<file path="src/rtl/huffman_pkg.sv">
// Shared definitions for the Huffman coder and stream packer:
// default widths, packer FSM encoding and a clog2 helper.
package huffman_pkg;

    localparam int unsigned HUFF_CODE_W = 10;
    localparam int unsigned HUFF_LEN_W  = 4;

    typedef enum logic [1:0] {
        ST_RUN   = 2'd0,
        ST_DRAIN = 2'd1,
        ST_DONE  = 2'd2
    } state_t;

    function automatic int unsigned clog2(input int unsigned v);
        int unsigned r;
        int unsigned x;
        r = 0;
        x = 1;
        while (x < v) begin
            x = x * 2;
            r = r + 1;
        end
        return r;
    endfunction

endpackage

</file>
<file path="src/rtl/huffman_stream_packer_if.sv">
// Code input stream and packed word output stream of the Huffman packer.
interface huffman_stream_packer_if
    import huffman_pkg::*;
#(
    parameter int unsigned CODE_W = HUFF_CODE_W,
    parameter int unsigned LEN_W  = HUFF_LEN_W,
    parameter int unsigned OUT_W  = 8
);
    localparam int unsigned NB_W = clog2(OUT_W + 1);

    logic              in_valid;
    logic              in_ready;
    logic [CODE_W-1:0] code_in;
    logic [LEN_W-1:0]  len_in;
    logic              out_valid;
    logic              out_ready;
    logic [OUT_W-1:0]  out_data;
    logic [NB_W-1:0]   out_nbits;
    logic              out_last;

    // Packer side
    modport slave (
        input  in_valid, code_in, len_in, out_ready,
        output in_ready, out_valid, out_data, out_nbits, out_last
    );

    // Producer/sink side
    modport master (
        output in_valid, code_in, len_in, out_ready,
        input  in_ready, out_valid, out_data, out_nbits, out_last
    );

endinterface

</file>
<file path="src/rtl/huffman_stream_packer_bit_insert_shifter.sv">
// OR-mask that places the low len bits of code, MSB first, starting
// pos bits below the top of a left-aligned accumulator.
module bit_insert_shifter #(
    parameter int unsigned CODE_W = 10,
    parameter int unsigned LEN_W  = 4,
    parameter int unsigned ACC_W  = 18,
    parameter int unsigned POS_W  = 5
) (
    input  logic [CODE_W-1:0] code,
    input  logic [LEN_W-1:0]  len,
    input  logic [POS_W-1:0]  pos,
    output logic [ACC_W-1:0]  mask_c
);

    logic [ACC_W-1:0] len_mask;
    logic [ACC_W-1:0] code_ext;
    logic [POS_W:0]   end_pos;

    always_comb begin
        len_mask = ~({ACC_W{1'b1}} << len);
        code_ext = ACC_W'(code) & len_mask;
        end_pos  = (POS_W+1)'(pos) + (POS_W+1)'(len);
        mask_c   = '0;
        if (end_pos <= (POS_W+1)'(ACC_W)) begin
            mask_c = code_ext << ((POS_W+1)'(ACC_W) - end_pos);
        end
    end

endmodule

</file>
<file path="src/rtl/huffman_stream_packer.sv">
// Packs variable-length Huffman codes MSB-first into OUT_W-bit words,
// with backpressure, flush with partial tail and an emitted-bit counter.
module huffman_stream_packer
    import huffman_pkg::*;
#(
    parameter int unsigned CODE_W = HUFF_CODE_W,
    parameter int unsigned LEN_W  = HUFF_LEN_W,
    parameter int unsigned OUT_W  = 8,
    parameter int unsigned CNT_W  = 16
) (
    input  logic                    clk,
    input  logic                    reset,
    huffman_stream_packer_if.slave  bus,
    input  logic                    flush,
    output logic                    flush_done,
    output logic                    len_err,
    output logic [CNT_W-1:0]        bits_total
);

    localparam int unsigned ACC_W = OUT_W + CODE_W;
    localparam int unsigned FW    = clog2(ACC_W + 1);
    localparam int unsigned NB_W  = clog2(OUT_W + 1);

    state_t           state_q;
    state_t           state_d;
    logic [ACC_W-1:0] acc_q;
    logic [FW-1:0]    fill_q;

    logic             len_over;
    logic [LEN_W-1:0] len_eff;
    logic             accept;
    logic             emit;
    logic [ACC_W-1:0] acc_base;
    logic [FW-1:0]    fill_base;
    logic [ACC_W-1:0] ins_mask_c;
    logic [ACC_W-1:0] acc_d;
    logic [FW-1:0]    fill_d;

    // State register
    always_ff @(posedge clk) begin
        if (reset) begin
            state_q <= ST_RUN;
        end else begin
            state_q <= state_d;
        end
    end

    // Next-state logic
    always_comb begin
        state_d = state_q;
        unique case (state_q)
            ST_RUN:   if (flush) state_d = ST_DRAIN;
            ST_DRAIN: if (fill_q == '0 || (emit && bus.out_last)) state_d = ST_DONE;
            ST_DONE:  state_d = ST_RUN;
            default:  state_d = ST_RUN;
        endcase
    end

    // Outputs depend only on registered state, fill and accumulator
    always_comb begin
        bus.in_ready  = 1'b0;
        bus.out_valid = 1'b0;
        bus.out_data  = acc_q[ACC_W-1 -: OUT_W];
        bus.out_nbits = NB_W'(OUT_W);
        bus.out_last  = 1'b0;
        flush_done    = 1'b0;
        unique case (state_q)
            ST_RUN: begin
                bus.in_ready  = (fill_q <= FW'(OUT_W));
                bus.out_valid = (fill_q >= FW'(OUT_W));
            end
            ST_DRAIN: begin
                if (fill_q >= FW'(OUT_W)) begin
                    bus.out_valid = 1'b1;
                end else if (fill_q != '0) begin
                    bus.out_valid = 1'b1;
                    bus.out_nbits = NB_W'(fill_q);
                    bus.out_last  = 1'b1;
                end
            end
            ST_DONE: flush_done = 1'b1;
            default: ;
        endcase
    end

    // Accumulator after any emit this cycle; new code is placed relative to it
    always_comb begin
        len_over  = (bus.len_in > LEN_W'(CODE_W));
        len_eff   = len_over ? LEN_W'(CODE_W) : bus.len_in;
        accept    = bus.in_valid && bus.in_ready;
        emit      = bus.out_valid && bus.out_ready;
        acc_base  = acc_q;
        fill_base = fill_q;
        if (emit && bus.out_last) begin
            acc_base  = '0;
            fill_base = '0;
        end else if (emit) begin
            acc_base  = acc_q << OUT_W;
            fill_base = fill_q - FW'(OUT_W);
        end
    end

    bit_insert_shifter #(
        .CODE_W (CODE_W),
        .LEN_W  (LEN_W),
        .ACC_W  (ACC_W),
        .POS_W  (FW)
    ) u_shifter (
        .code   (bus.code_in),
        .len    (len_eff),
        .pos    (fill_base),
        .mask_c (ins_mask_c)
    );

    always_comb begin
        acc_d  = acc_base;
        fill_d = fill_base;
        if (accept) begin
            acc_d  = acc_base | ins_mask_c;
            fill_d = fill_base + FW'(len_eff);
        end
    end

    // Datapath registers; reset discards pending bits
    always_ff @(posedge clk) begin
        if (reset) begin
            acc_q      <= '0;
            fill_q     <= '0;
            bits_total <= '0;
            len_err    <= 1'b0;
        end else begin
            acc_q  <= acc_d;
            fill_q <= fill_d;
            if (emit) begin
                bits_total <= bits_total + CNT_W'(bus.out_nbits);
            end
            if (accept && len_over) begin
                len_err <= 1'b1;
            end
        end
    end

endmodule

</file>
<file path="src/flat_wrapper.sv">
// flat-port wrapper written by rule: the top's interface ports become plain ports
module huffman_stream_packer_flat import huffman_pkg::*;
#(
    parameter int unsigned CODE_W = HUFF_CODE_W,
    parameter int unsigned LEN_W  = HUFF_LEN_W,
    parameter int unsigned OUT_W  = 8,
    parameter int unsigned CNT_W  = 16
)
  (clk, reset, flush, flush_done, len_err, bits_total, bus_in_valid, bus_code_in, bus_len_in, bus_out_ready, bus_in_ready, bus_out_valid, bus_out_data, bus_out_nbits, bus_out_last);
  huffman_stream_packer_if #(.CODE_W(CODE_W), .LEN_W(LEN_W), .OUT_W(OUT_W)) bus_i ();
  input  logic clk;
  input  logic reset;
  input  logic flush;
  output logic flush_done;
  output logic len_err;
  output logic [CNT_W-1:0] bits_total;
  input wire logic [$bits(bus_i.in_valid)-1:0] bus_in_valid;
  input wire logic [$bits(bus_i.code_in)-1:0] bus_code_in;
  input wire logic [$bits(bus_i.len_in)-1:0] bus_len_in;
  input wire logic [$bits(bus_i.out_ready)-1:0] bus_out_ready;
  output wire logic [$bits(bus_i.in_ready)-1:0] bus_in_ready;
  output wire logic [$bits(bus_i.out_valid)-1:0] bus_out_valid;
  output wire logic [$bits(bus_i.out_data)-1:0] bus_out_data;
  output wire logic [$bits(bus_i.out_nbits)-1:0] bus_out_nbits;
  output wire logic [$bits(bus_i.out_last)-1:0] bus_out_last;
  assign bus_i.in_valid = bus_in_valid;
  assign bus_i.code_in = bus_code_in;
  assign bus_i.len_in = bus_len_in;
  assign bus_i.out_ready = bus_out_ready;
  assign bus_in_ready = bus_i.in_ready;
  assign bus_out_valid = bus_i.out_valid;
  assign bus_out_data = bus_i.out_data;
  assign bus_out_nbits = bus_i.out_nbits;
  assign bus_out_last = bus_i.out_last;
  huffman_stream_packer #(.CODE_W(CODE_W), .LEN_W(LEN_W), .OUT_W(OUT_W), .CNT_W(CNT_W)) u_core (.clk(clk), .reset(reset), .bus(bus_i), .flush(flush), .flush_done(flush_done), .len_err(len_err), .bits_total(bits_total));
endmodule
</file>
<file path="config.mk">
export PLATFORM = sky130hd
export DESIGN_NAME = huffman_stream_packer_flat
export DESIGN_NICKNAME = d
export VERILOG_FILES = /design/src/rtl/huffman_pkg.sv /design/src/rtl/huffman_stream_packer_if.sv /design/src/rtl/huffman_stream_packer_bit_insert_shifter.sv /design/src/rtl/huffman_stream_packer.sv /design/src/flat_wrapper.sv
export SDC_FILE = /design/constraint.sdc
export NUM_CORES = 1
export LEC_CHECK = 0
export CAP_MARGIN = 20
export CORE_MARGIN = 1.5
export CORE_UTILIZATION = 55
export CTS_BUF_LIST = sky130_fd_sc_hd__clkbuf_8
export DETAILED_ROUTE_END_ITERATION = 16
export GPL_TIMING_DRIVEN = 0
export PLACE_DENSITY = 0.82
export SKIP_LAST_GASP = 1
export SLEW_MARGIN = 15
export SYNTH_ARGS = -nofsm -noshare
export SYNTH_HDL_FRONTEND = slang
export SYNTH_SLANG_ARGS = --single-unit
export TNS_END_PERCENT = 100
</file>
<file path="constraint.sdc">
create_clock -name clk -period 6.25 [get_ports clk]
set_input_delay 0.9375 -clock clk [delete_from_list [all_inputs] [get_ports clk]]
set_output_delay 0.9375 -clock clk [all_outputs]
set_load 0.01 [all_outputs]
</file>
Word-level counts from Yosys, hierarchy flattened
Cells that the tools add are included.
{"block": "totals", "latch_bits": 0, "reg_bits": 42, "mem_bits_ro": 0, "ramBits": 0, "memories": 0, "output_inout_bits": 33}
{"block": "op_classes", "div_mod_pow": 0, "order_cmp": 4, "add_sub_neg": 5, "reduce_logical": 9, "eq_ne": 4, "bitwise_logic": 3, "n_shift": 2, "mux": 21, "mul": 0}
{"cell": "$mux 18", "count": 4}
{"cell": "$and 10x18->18", "count": 1}
{"cell": "$not 18->18", "count": 1}
{"cell": "$or 18x18->18", "count": 1}
{"cell": "$shl 18x4->18 const A", "count": 1}
{"cell": "$shl 18x6->18", "count": 1}
{"cell": "$add 16x4->16", "count": 1}
{"cell": "$mux 4", "count": 4}
{"cell": "$mux 5", "count": 3}
{"cell": "$add 5x4->6", "count": 1}
{"cell": "$le 6x5->1 const B", "count": 1}
{"cell": "$mux 1", "count": 6}
{"cell": "$sub 5x6->6 const A", "count": 1}
{"cell": "$add 5x4->5", "count": 1}
{"cell": "$ge 5x4->1 const B", "count": 1}
{"cell": "$le 5x4->1 const B", "count": 1}
{"cell": "$logic_not 5->1", "count": 1}
{"cell": "$reduce_bool 5->1", "count": 1}
{"cell": "$sub 5x4->5 const B", "count": 1}
{"cell": "$gt 4x4->1 const B", "count": 1}
{"cell": "$logic_and 1x1->1", "count": 4}
{"cell": "$mux 2", "count": 2}
{"cell": "$pmux 2 s2", "count": 1}
{"cell": "$eq 2x1->1 const B", "count": 1}
{"cell": "other kinds (7)", "count": 7}

Logic depth before layout (Yosys ltp)
Gate-level depths: netlist of run 1.
{"block": "depth", "ltp_word": 13, "depth_mapped": 17, "ltp_nobuf": 16}

Modules after synthesis
From an unflattened synthesis of run 1, not the netlist that was laid out.
{"block": "hier_totals", "hier_cells": 442, "area_unflattened_um2": 3482.1}
{"mod": "huffman_stream_packer", "cells_each": 258, "instances": 1, "area_each_um2": 2284.7, "seq_area_each_um2": 840.8}
{"mod": "bit_insert_shifter", "cells_each": 184, "instances": 1, "area_each_um2": 1197.4, "seq_area_each_um2": 0.0}

Worst setup path before layout of run 1
No wires, ideal clock.
{"block": "synth_timing", "path_type": "register to register", "from": "register u_core.fill_q[3]", "to": "register u_core.acc_q[15]", "arrival_time_ns": 3.990, "stages_incl_launch_ff": 18, "period_less_slack_ns": 4.118, "setup_ns": 0.128, "n_path_buf": 2, "setup_slack_ns": 2.132, "path_cell_list": "dfxtp_1 inv_1 ha_1 nor3b_1 nor2b_1 nand2_1 and2_1 ha_1 fa_1 ha_1 clkbuf_1 clkbuf_1 o221ai_1 o21ai_0 nor2_1 a211o_1 a21oi_1 nor2_1"}
{"block": "synth_between", "elab_cells_between_ends": 24}
{"element": "start, declared", "line_no": "huffman_stream_packer.sv:27", "source": "logic [FW-1:0] fill_q;"}
{"element": "start signal, assigned", "line_no": "huffman_stream_packer.sv:133", "source": "fill_q <= fill_d;"}
{"element": "branches (longest 2 deep; another with $ge 5x4->1)"}
{"element": "$mux 1 (*)", "line_no": "huffman_stream_packer.sv:73", "source": "if (fill_q >= FW'(OUT_W)) begin"}
{"element": "$mux 1 (*)", "line_no": "huffman_stream_packer.sv:67", "source": "unique case (state_q)"}
{"element": "via bus_out_last", "line_no": "flat_wrapper.sv:25", "source": "output wire logic [$bits(bus_i.out_last)-1:0] bus_out_last;"}
{"element": "$logic_and 1x1->1 (*)", "line_no": "huffman_stream_packer.sv:94", "source": "if (emit && bus.out_last) begin"}
{"element": "$mux 5", "line_no": "huffman_stream_packer.sv:94"}
{"element": "$add 5x4->6", "line_no": "huffman_stream_packer_bit_insert_shifter.sv:22", "source": "end_pos = (POS_W+1)'(pos) + (POS_W+1)'(len);"}
{"element": "$sub 5x6->6", "line_no": "huffman_stream_packer_bit_insert_shifter.sv:25", "source": "mask_c = code_ext << ((POS_W+1)'(ACC_W) - end_pos);"}
{"element": "$shl 18x6->18", "line_no": "huffman_stream_packer_bit_insert_shifter.sv:25"}
{"element": "$mux 18", "line_no": "huffman_stream_packer_bit_insert_shifter.sv:24", "source": "if (end_pos <= (POS_W+1)'(ACC_W)) begin"}
{"element": "$or 18x18->18", "line_no": "huffman_stream_packer.sv:119", "source": "acc_d = acc_base | ins_mask_c;"}
{"element": "$mux 18 (*)", "line_no": "huffman_stream_packer.sv:118", "source": "if (accept) begin"}
{"element": "end signal, assigned", "line_no": "huffman_stream_packer.sv:127", "source": "acc_q <= '0;"}
{"element": "end signal, assigned", "line_no": "huffman_stream_packer.sv:132", "source": "acc_q <= acc_d;"}
{"element": "end, declared", "line_no": "huffman_stream_packer.sv:26", "source": "logic [ACC_W-1:0] acc_q;"}
Mark *: on every way through the listed nets, which the timed path passes.
A chain may end at the register's enable or synchronous reset.

Worst setup path after layout of run 1
{"block": "layout_timing", "from": "register u_core.fill_q[3]", "to": "register u_core.acc_q[15]"}
{"block": "layout_between", "elab_chain_len": 13, "elab_cells_between_ends": 24}
{"element": "branches (longest 12 deep; another with $add 5x4->6)"}
{"element": "$mux 18 (*)", "line_no": "huffman_stream_packer.sv:118"}
Every way passes the cells marked *.

==> results.sh, run 1 <==
export IMPL_die_y_um=79.9
export IMPL_rows=27
export IMPL_criticalPathCategory="register to register"
export IMPL_grt_pass1_wl_um=13800
export IMPL_synth_seq_area_share=0.259
export IMPL_syn_num_nets=436
export IMPL_vias=3204
export IMPL_setup_viol=0
export IMPL_gp_congestion=0.885
export IMPL_die_x_um=79.9
export IMPL_remaining_drc_errors=0
export IMPL_crit_path_start_kind="register"
export IMPL_grt_max_degree=14
export IMPL_tightest_slew_ns=0.649
export IMPL_leakage_uw=0.00148
export IMPL_overflow=0
export IMPL_clock_skew_final_ns=0.0125
export IMPL_critPathMaxFanout=10
export IMPL_synth_top_cell_area_share=0.259
export IMPL_post_cts_setup_buffers=0
export IMPL_coreArea_um2=5610
export IMPL_wl_per_cell_um=15.4
export IMPL_fp_dieArea_um2=6380
export IMPL_yosysMostFrequentCell="nor2_1"
export IMPL_cts_resized=0
export IMPL_worstPathRequired_ns=6.43
export IMPL_dp_hpwl_um=6330
export IMPL_synth_commonest_cells="nor2_1, dfxtp_1, nand2_1"
export IMPL_antenna_found_initial=0
export IMPL_ys_seq_elements=42
export IMPL_synth_area_leader_cell="dfxtp_1"
export IMPL_yosys_most_used_dff="dfxtp_1"
export IMPL_gr_usage_all_layers=0.273
export IMPL_layout_nets=493
export IMPL_syn_to_final_growth_pct=21.5
export IMPL_ys_top_cells_by_area="dfxtp_1, mux2i_1, nor2_1"
export IMPL_drv_cap=0
export IMPL_htreeDepth=2
export IMPL_cts_tree="built"
export IMPL_power_uw=1980
export IMPL_fin_util=0.704
export IMPL_viasPerCell=6.01
export IMPL_fmax_mhz=204
export IMPL_relSlewSlack=0.564
export IMPL_syn_area_um2=3250
export IMPL_fin_crit_ns=4.90
export IMPL_finalMaxSlewViolations=0
export IMPL_status="completed"
export IMPL_rsz0062_at_grt="false"
export IMPL_fin_crit_sh=0.784
export IMPL_synthCells=403
export IMPL_cts_sinks=42
export IMPL_avgSynthCellArea_um2=8.06
export IMPL_synth_cell_types=66
export IMPL_grt_pass1_vias=2984
export IMPL_cp_arrival_ns=5.08
export IMPL_hp_class="register to register"
export IMPL_drt_iter0_drc=187
export IMPL_ir_drop_mv=0.447
export IMPL_root_buffer="clkbuf_8"
export IMPL_cts_hold_fix_buffers=0
export IMPL_drt_first_pass_iters=8
export IMPL_num_io_pins=52
export IMPL_diodes=0
export IMPL_async_reset_ff_frac=0
export IMPL_fin_setup_tns_ns=0
export IMPL_postRouteWirelength_um=8200
export IMPL_hold_viol=0
export IMPL_cts_made_buffers=5
export IMPL_start_util=0.579
export IMPL_portBuffers=50
export IMPL_worst_setup_path_end_kind="register"
export IMPL_clkLatencyLatePin_ns=0.30
export IMPL_yosysWarnings=0
export IMPL_clockBufferDepth=2
export IMPL_synth_edf_count=0
export IMPL_antenna_left=0
export IMPL_powerDensity_nw_per_um2=502
export IMPL_path_clk_slew_ns=0.09
export IMPL_final_layout_size_suffix_gt1_frac=0.106
## report_power, final
group / switching [uW] / total [uW] / internal, uW
Clock: 94.2 / 212 / 118
Sequential: 40.8 / 368 / 327
Combinational: 788 / 1400 / 613
## logic make-up after synthesis
logic type                 after synthesis  synth area share
DFF                                     42             0.259
and+or+nand+nor                        154             0.237
adders and majority gates               14            0.0585
muxes                                   31            0.0966
AOI/OAI and AO/OA                       96             0.215
xor gates and xnor gates                15            0.0485
buffers and inverters                   51            0.0851
## critical path, stage by stage, from the launching register on
cell and delay, ns:
dfxtp_1 0.35, inv_1 0.13, ha_1 0.28, nor3b_1 0.39
nor2b_1 0.32, nand2_1 0.28, and2_1 0.28, ha_1 0.22
fa_1 0.54, ha_1 0.32, clkbuf_1 0.26, clkbuf_1 0.40
o221ai_1 0.21, o21ai_0 0.15, nor2_1 0.09, a211o_1 0.33
a21oi_1 0.19, nor2_1 0.05
## area by class of cell
| cell class | count | area, um^2 |
|---|---|---|
| Sequential cell | 42 | 841 |
| Inverter | 19 | 71.3 |
| Clock buffer | 5 | 68.8 |
| Fill cell | 482 | 1660 |
| Buffer | 32 | 205 |
| Multi-Input combinational cell | 310 | 2130 |
| Clock inverter | 3 | 40.0 |
| Timing Repair Buffer | 50 | 500 |
| Tap cell | 72 | 90.1 |
## metal layers
layer | vias up | GRT usage | wire [um]
met5 | - | 0 | 0
met4 | 0 | 0.0810 | 108
met3 | 14 | 0.0537 | 483
met2 | 116 | 0.456 | 3930
met1 | 1513 | 0.354 | 3680
li1 | 1561 | - | -
## through the flow
stage | hold slack (ns) | area [um^2] | instances | setup slack [ns]
2_1_floorplan | 0.446 | 3250 | 403 | 2.13
3_3_place_gp | 0.460 | 3840 | 525 | 1.29
3_5_place_dp | 0.465 | 3840 | 525 | 1.29
4_1_cts | 0.479 | 3950 | 533 | 1.42
5_1_grt | 0.499 | 3950 | 533 | 0.973
6_report | 0.482 | 3950 | 533 | 1.35
## flip-flops by register name, indices dropped and copies added (netlist names)
signal             count
u_core.bits_total     16
u_core.acc_q          18
u_core.len_err         1
u_core.state_q         2
u_core.fill_q          5
## worst paths after layout
check / startpoint / endpoint / slack (ns) / cells after the start
worst max-delay path: u_core.fill_q[3] / u_core.acc_q[15] / 1.35 / 17
worst min-delay path: u_core.acc_q[7] / u_core.acc_q[7] / 0.48 / 2
worst max register to register: u_core.fill_q[3] / u_core.acc_q[15] / 1.35 / 17
worst min register to register: u_core.acc_q[7] / u_core.acc_q[7] / 0.48 / 2
## cells in the final DEF, fill, tap and decap left out, types with 3 or more instances in the layout
cell type and instances:
a211oi_1 4, a21o_1 3, a21oi_1 28, a21oi_2 3, and2_1 8, buf_2 3, buf_4 9, clkbuf_1 14
clkbuf_8 7, clkdlybuf4s50_1 50, dfxtp_1 42, ha_1 12, inv_1 18, mux2_2 3, mux2i_1 28, nand2_1 30
nand2b_1 5, nand3_1 12, nand4_1 4, nor2_1 48, nor2b_1 5, nor3_1 14, nor4_1 4, o211ai_1 7
o21ai_0 15, o221ai_1 3, o22ai_1 3, o32ai_1 5, o32ai_2 4, or3_1 11, xnor2_1 11
Power figures use the tool's default switching activity.
==> run 2: changes to the inputs <==
==> constraint.sdc (replaced) <==
create_clock -name clk -period 4.6 [get_ports clk]
set_input_delay 0.69 -clock clk [delete_from_list [all_inputs] [get_ports clk]]
set_output_delay 0.69 -clock clk [all_outputs]
set_load 0.01 [all_outputs]
==> run 2 against run 1 <==
Against the previous run:
- die area unchanged
- utilization grew 0.54 points
- clock power increased by 37%
- cell area is 0.76% higher
- clock-buffer cell count unchanged
- sequential cell count did not move
- via count grew 0.53%
- critical endpoint is now u_core.acc_q[4]
- critical path depth shrank 2
- worst setup slack got worse by 1.0 ns
- maximum frequency rose by 15%
- global-route usage increased by 0.14 points
==> results.sh, run 2 (same netlist as run 1, synthesis figures left out) <==
export IMPL_final_layout_size_suffix_gt1_frac=0.122
export IMPL_postLayoutCellArea_um2=3980
export IMPL_layout_nets=492
export IMPL_grt_max_degree=14
export IMPL_crit_path_start_kind="register"
export IMPL_highest_layer="met4"
export IMPL_clock_skew_final_ns=0.0120
export IMPL_num_io_pins=52
export IMPL_hp_class="register to register"
export IMPL_layout_commonest_cell="clkdlybuf4s50_1"
export IMPL_start_util=0.579
export IMPL_met3WireLength_um=500
export IMPL_hold_depth=2
export IMPL_grt_pass1_wl_um=13900
export IMPL_regMostFlops="u_core.acc_q"
export IMPL_remaining_drc_errors=0
export IMPL_die_y_um=79.9
export IMPL_finalMaxSlewViolations=0
export IMPL_rsz0062_at_grt="false"
export IMPL_fin_util=0.710
export IMPL_layout_cells_non_filler=532
export IMPL_post_place_ws_ns=-0.179
export IMPL_coreArea_um2=5610
export IMPL_antenna_left=0
export IMPL_fin_crit_sh=0.929
export IMPL_worstPathRequired_ns=4.80
export IMPL_timing_rr_end="u_core.acc_q[4]"
export IMPL_power_frac_comb=0.710
export IMPL_gp_congestion=0.885
export IMPL_critical_path_startpoint="u_core.fill_q[3]"
export IMPL_post_cts_setup_buffers=0
export IMPL_switching_share=0.465
export IMPL_p_switching_uw=1270
export IMPL_reg_largest_list="u_core.acc_q: 18 flops, u_core.bits_total: 16 flops, u_core.fill_q: 5 flops"
export IMPL_place_area_um2=3840
export IMPL_overflow=0
export IMPL_critPathMaxFanout=10
export IMPL_path_clk_slew_ns=0.08
export IMPL_grt_pass1_vias=3003
export IMPL_largest_reg_flops=18
export IMPL_rr_startpoint="u_core.fill_q[3]"
export IMPL_wl_per_cell_um=15.6
export IMPL_setup_viol=0
export IMPL_cts_made_buffers=5
export IMPL_intPower_uw=1460
export IMPL_gr_usage_all_layers=0.274
export IMPL_hold_viol=0
export IMPL_clockBufferDepth=2
export IMPL_drv_cap=0
export IMPL_hold_start="u_core.acc_q[7]"
export IMPL_rrSetupSlack_ns=0.33
export IMPL_pwr_share_seq=0.184
export IMPL_antenna_found_initial=0
export IMPL_dp_hpwl_um=6330
export IMPL_criticalPathCategory="register to register"
export IMPL_fin_setup_tns_ns=0
export IMPL_viasPerCell=6.05
export IMPL_die_x_um=79.9
export IMPL_diodes=0
export IMPL_tightest_slew_ns=0.645
export IMPL_rows=27
export IMPL_root_buffer="clkbuf_8"
export IMPL_relSlewSlack=0.570
export IMPL_hold_end="u_core.acc_q[7]"
export IMPL_fp_dieArea_um2=6380
export IMPL_placed_cells=525
export IMPL_finalWorstSetupSlack_ns=0.327
export IMPL_wl_met1_um=3740
export IMPL_final_cell_mix="clkdlybuf4s50_1, nor2_1, dfxtp_1"
export IMPL_vias=3221
export IMPL_drt_first_pass_iters=5
export IMPL_clkLatencyLatePin_ns=0.30
export IMPL_met2_length_um=3960
export IMPL_syn_to_final_growth_pct=22.4
export IMPL_powerDensity_nw_per_um2=685
export IMPL_reg2reg_depth=15
export IMPL_fmax_mhz=234
export IMPL_status="completed"
export IMPL_drt_iter0_drc=196
export IMPL_cts_sinks=42
export IMPL_fillers=479
export IMPL_fin_crit_ns=4.27
export IMPL_portBuffers=50
export IMPL_postRouteWirelength_um=8310
export IMPL_ir_drop_mv=0.617
export IMPL_htreeDepth=2
export IMPL_clockPowerShare=0.106
export IMPL_leakage_uw=0.00149
export IMPL_worst_setup_path_end_kind="register"
export IMPL_cts_tree="built"
export IMPL_cp_arrival_ns=4.48
## run 2: critical path, stage by stage, from the launching register on
cell     delay [ns]
dfxtp_1        0.35
inv_1          0.14
ha_2           0.26
nor3b_4        0.24
nor2b_2        0.26
nand2_2        0.17
and2_1         0.23
ha_1           0.22
fa_1           0.54
ha_1           0.33
or3_1          0.38
or3_1          0.32
a31oi_2        0.22
buf_6          0.18
nand2_4        0.09
o32ai_1        0.25
## run 2: how the worst max path moves through the flow
stage                       end  slack [ns]  cells after the start
2_1_floorplan  u_core.acc_q[15]        0.48                     17
3_3_place_gp   u_core.acc_q[15]       -0.11                     15
3_5_place_dp   u_core.acc_q[15]       -0.18                     17
4_1_cts        u_core.acc_q[15]        0.06                     17
5_1_grt         u_core.acc_q[4]        0.05                     15
6_report        u_core.acc_q[4]        0.33                     15
## run 2: what timing repair did
item | in CTS | in global routing
hold buffers | 0 | 0
resized for setup | 3 | 6
setup endpoints to repair | 11 | 18
## run 2: power groups by stage
stage / Combinational, uW / Clock, uW / Sequential (uW)
detailed placement: 1870 / 0 / 508
global route: 2110 / 307 / 510
floorplan: 1420 / 0 / 497
finish: 1930 / 290 / 502
global placement: 1820 / 0 / 504
CTS: 1890 / 293 / 499
## run 2: area by class of cell
class / count / area, um^2 / area share
Clock buffer: 5 / 68.8 / 0.0173
Inverter: 19 / 71.3 / 0.0179
Multi-Input combinational cell: 310 / 2160 / 0.544
Buffer: 31 / 203 / 0.0509
Timing Repair Buffer: 50 / 500 / 0.126
Tap cell: 72 / 90.1 / 0.0226
Sequential cell: 42 / 841 / 0.211
Clock inverter: 3 / 40.0 / 0.0101
## run 2: routing by layer
layer / global-route usage / vias up
met5: 0 / -
met1: 0.353 / 1536
met3: 0.0537 / 11
met4: 0.0793 / 0
li1: - / 1559
met2: 0.463 / 115
## run 2: stage by stage
| step | power [uW] | hold slack, ns |
|---|---|---|
| floorplan | 1920 | 0.446 |
| global placement | 2320 | 0.460 |
| detailed placement | 2380 | 0.465 |
| CTS | 2680 | 0.479 |
| global route | 2930 | 0.499 |
| finish | 2730 | 0.487 |
